### config.mk
export PLATFORM = sky130hd
export DESIGN_NAME = fetch_pc_unit
export DESIGN_NICKNAME = d
export VERILOG_FILES = /design/src/rtl/fetch_pc_unit.sv
export SDC_FILE = /design/constraint.sdc
export NUM_CORES = 1
export LEC_CHECK = 0
export BUFFER_PORTS_ARGS = -buffer_cell sky130_fd_sc_hd__buf_2
export CORE_ASPECT_RATIO = 0.5
export CORE_MARGIN = 2
export CORE_UTILIZATION = 46
export CTS_CLUSTER_DIAMETER = 30
export DETAILED_ROUTE_END_ITERATION = 16
export PLACE_DENSITY = 0.87
export SLEW_MARGIN = 10
export SYNTH_ARGS = -nofsm -noshare
export SYNTH_HDL_FRONTEND = slang
export SYNTH_SLANG_ARGS = --single-unit
### constraint.sdc
create_clock -name clk -period 4.67 [get_ports clk]
set_clock_uncertainty 0.2 [all_clocks]
set_input_delay 0.2335 -clock clk [delete_from_list [all_inputs] [get_ports clk]]
set_output_delay 0.2335 -clock clk [all_outputs]
set_load 0.05 [all_outputs]
### src/rtl/fetch_pc_unit.sv
// Fetch-stage PC generator. Drives the synchronous instruction memory
// address, presents the fetched instruction and its PC to decode, replays
// the current slot on a load-use hold, and squashes the wrong-path slot on
// an execute-stage redirect while raising control_hazards_sum for a fixed
// flush window.
//
//   state | meaning
//   ------+----------------------------------------------------------
//   BOOT  | memory latency fill after reset, nothing valid on rdata
//   RUN   | streaming; hold replays the current instruction
//   FLUSH | target path streaming, hazard window still open, hold ignored
module fetch_pc_unit #(
    parameter logic [31:0] RESET_PC     = 32'h4000_0000,
    parameter logic [31:0] NOP          = 32'h0000_0013,
    parameter int          FLUSH_CYCLES = 2
) (
    input  logic        clk,
    input  logic        rst,
    input  logic        hold,
    input  logic        redirect_valid,
    input  logic [31:0] redirect_pc,
    input  logic [31:0] imem_rdata,
    output logic [31:0] imem_addr,
    output logic [31:0] inst_fetch,
    output logic [31:0] pc_fetch,
    output logic        inst_valid,
    output logic        control_hazards_sum
);

    localparam int CW = $clog2(FLUSH_CYCLES) + 1;
    // Counter value loaded on a redirect; the redirect cycle itself is the
    // first cycle of the window, so FLUSH covers the remaining ones.
    localparam logic [CW-1:0] RELOAD = (FLUSH_CYCLES > 1) ? CW'(FLUSH_CYCLES - 2) : '0;

    typedef enum logic [1:0] {BOOT, RUN, FLUSH} state_t;

    state_t        state;
    logic [31:0]   pc_q;
    logic [CW-1:0] cnt;
    logic          hold_eff;
    logic [31:0]   next_pc;

    assign hold_eff = hold & (state == RUN) & ~redirect_valid;

    // Next fetch address: reset/boot pin to RESET_PC, redirect wins over hold.
    always_comb begin
        next_pc = pc_q + 32'd4;
        if (rst) begin
            next_pc = RESET_PC;
        end else if (redirect_valid) begin
            next_pc = redirect_pc;
        end else if (state == BOOT) begin
            next_pc = RESET_PC;
        end else if (hold_eff) begin
            next_pc = pc_q;
        end
    end

    assign imem_addr = next_pc;

    // Decode-facing outputs, combinational from state and the current inputs.
    always_comb begin
        inst_fetch          = imem_rdata;
        pc_fetch            = pc_q;
        inst_valid          = 1'b1;
        control_hazards_sum = 1'b0;
        if (rst) begin
            inst_fetch = NOP;
            pc_fetch   = RESET_PC;
            inst_valid = 1'b0;
        end else if (redirect_valid) begin
            inst_fetch          = NOP;
            inst_valid          = 1'b0;
            control_hazards_sum = 1'b1;
        end else if (state == BOOT) begin
            inst_fetch = NOP;
            pc_fetch   = RESET_PC;
            inst_valid = 1'b0;
        end else if (state == FLUSH) begin
            control_hazards_sum = 1'b1;
        end
    end

    // PC register, FSM and flush-window counter.
    always_ff @(posedge clk) begin
        if (rst) begin
            state <= BOOT;
            pc_q  <= RESET_PC;
            cnt   <= '0;
        end else begin
            pc_q <= next_pc;
            if (redirect_valid) begin
                state <= (FLUSH_CYCLES == 1) ? RUN : FLUSH;
                cnt   <= RELOAD;
            end else begin
                case (state)
                    BOOT: state <= RUN;
                    FLUSH: begin
                        if (cnt == '0) begin
                            state <= RUN;
                        end else begin
                            cnt <= cnt - 1'b1;
                        end
                    end
                    default: state <= RUN;
                endcase
            end
        end
    end

endmodule

==> out/metrics.yaml <==
timing:
  post-route-min-period_ns: 3.38
  fin_ws_ns: 1.29
  hold_violations: 0
  worst_pin_slew_ns: 1.16
  setup-tns-final_ns: 0
  slew_headroom_pct: 22.5
  timing.final.crit_share_pct: 72.4
  setup_viol: 0
  clock.fmax_mhz: 296
  slew_viol_final: 0
  grt_setup_unrepaired: "false"
placed_design:
  post-dp-hpwl_um: 5570
  port_buffers: 165
  pre_cts_slack_ns: 1.66
  gp_congestion: 0.832
  dp.cells: 549
die:
  die_w_um: 107
  fp.dieArea_mm2: 0.00599
  die_h_um: 55.7
  start_util_pct: 48.8
  rows: 18
  coreArea_mm2: 0.00504
  io_pins: 166
detailed_routing:
  initialDrtViolationCount: 275
  ant_nets: 0
  wl_per_cell_um: 14.9
  dr_total_vias: 3222
  vias_per_cell: 5.48
  route.detailed.drc: 0
  wirelength_um: 8740
  dr.pass1.iters: 5
critical_path:
  cp_cell_sequence: "o21ai_4, inv_1, a21oi_1, buf_2"
  rrSetupSlack_ns: 1.97
  cp-startpoint: "state[1]$_SDFFE_PP0P_"
  cp_slowest_cell: "o21ai_4"
  criticalPathCategory: "reg2out"
  path_max_fanout: 59
  required_ns: 4.24
  cp_data_arrival_time_ns: 2.95
  r2r-start: "state[1]$_SDFFE_PP0P_"
  slowest_delay_ns: 0.93
  start_kind: "register"
  endpoint_kind: "output port"
grt:
  antenna_found_initial: 0
  track_usage_pct: 28.4
  grt_pass1_wl_um: 13700
  grt_max_degree: 60
  first_global_vias: 2967
  overflow: 0
power_and_ir_drop:
  peakVddDrop_mv: 0.131
  cellLeakagePower_nw: 1.79
  power-per-cell-area_mw_per_mm2: 222
cells_and_area:
  fillers: 392
  finalNonFillerCells: 588
  area_growth_pct: 50.6
  n_antenna_cell: 0
  fin_nets: 588
  drive_gt1_share_pct: 35.3
clock_network:
  cts-root-buf: "clkbuf_8"
  cts_tree: "built"
  cts_buffer_depth: 2
  clk_pin_slew_ns: 0.07
  cts_max_level: 2
  clk_latency_ns: 0.29
  clock_sinks: 36
  cts.repair.resized: 0
  cts_made_buffers: 5
synth:
  synth.distinct_cells: 34
  synthesis.nets: 403
  synth-seq-cells: 36
  synth_area_mm2: 0.00246
  ys_seq_area_share_pct: 29.3
  yosysTopAreaCell: "dfxtp_1"
  synth_top_area_share_pct: 29.3
  yosys_warnings: 0
  synthTopCellsByArea: "dfxtp_1 (29%), and2_1 (15%), o21ai_0 (10%)"
  synth_cells: 333
  avgSynthCellArea_um2: 7.39
flow_run:
  maxCapViolCount: 0
status:
  status: "finished clean"
min_path:
  hp-start: "rst"
  hold_class: "in2reg"
-- power breakdown --
part           switching, mW  leakage, nW  internal (mW)
clock network          0.114       0.0410          0.102
logic                  0.180         1.45         0.0854
registers             0.0195        0.296          0.322
-- per-layer routing --
layer	vias to the layer above	track usage [%]	share of wire, %
met3	65	5.15	8.9
met4	0	17.2	6.1
met2	207	49.0	48
met5	-	0	0
li1	1499	-	-
met1	1451	33.0	37
-- critical path, delay by kind of cell (launching register included) --
family / cells / cell delay, ns
flip-flops: 1 / 0.39
buffers and inverters: 2 / 1.01
AO/OA/AOI/OAI: 2 / 1.24
-- logic make-up (layout without fill, tap and decap cells) --
kind of cell	after synthesis	in the layout	share of synthesized area (%)
buffers and inverters	29	214	5.03
DFF	36	36	29.3
and+or+nand+nor	168	168	39.4
xor gates and xnor gates	30	30	10.7
adders and majority gates	2	2	1.02
AOI/OAI and AO/OA	68	68	14.6
-- cells in the final DEF, fill, tap and decap left out, types with 5 or more instances in the layout --
cell type	Yosys	routed
and2_1	58	58
buf_2	0	165
clkbuf_8	0	5
dfxtp_1	36	36
dlygate4sd3_1	0	32
inv_1	8	8
nand2_1	40	40
nand3_1	12	12
nand4_1	8	8
nor2_1	16	16
nor3_1	9	9
o21ai_0	51	50
o21ai_1	8	8
xnor2_1	16	16
xor2_1	14	14
-- synthesized netlist by cell type --
library cell and count:
and4bb_1 1, a2111oi_0 1, or4_1 1, nand2_1 40
inv_1 8, nand4bb_1 1, nor4_2 3, clkbuf_1 19
nor4_4 2, nor4b_2 1, or4_4 1, buf_6 2
xor2_1 14, xnor2_1 16, nand3b_1 1, nand3_1 12
a21oi_1 4, nand2b_1 4, nand4_1 8, nor3_1 9
nand4b_1 1, and3_1 3, dfxtp_1 36, o21ai_1 8
or3_1 1, nor2b_1 2, a22o_1 4, nand4_2 1
nor3b_1 1, nor4_1 1, ha_1 2, and2_1 58
nor2_1 16, o21ai_0 51
-- final timing paths --
path,end,cells after the start
worst max-delay path,imem_addr[30],4
worst min-delay path,state[1]$_SDFFE_PP0P_,2
worst max register to register,pc_q[1]$_SDFF_PP0_,3
worst min register to register,pc_q[1]$_SDFF_PP0_,1
-- stage by stage --
stage	utilization, %	area [µm²]	total power, mW	hold WS [ns]
3_3_place_gp	65.6	3310	0.582	0.243
2_1_floorplan	-	2460	0.514	0.155
6_report	73.5	3710	0.823	0.0596
4_1_cts	73.5	3710	0.816	0.0368
5_1_grt	73.5	3710	0.857	0.0699
3_5_place_dp	65.6	3310	0.586	0.249
-- flip-flops by register name (all words and copies together), names as in the netlist --
| name | cells |
|---|---|
| pc_q | 32 |
| cnt | 2 |
| state | 2 |
-- layout make-up --
class                   instances  area (µm²)  area share [%]
flip-flops and latches         36         721            19.4
well taps                      70        87.6            2.36
inverters                       8        30.0           0.810
multi-input cells             268        1630            44.0
repair buffers                199        1160            31.3
clock buffers                   6        72.6            1.96
clock inverters                 1        5.00           0.135
-- repair_timing --
action                                 CTS  global route
setup buffers                            0             0
setup endpoints to repair                0             0
hold buffers                            32             0
endpoints found under the hold margin   32             0
Power figures use the tool's default switching activity.
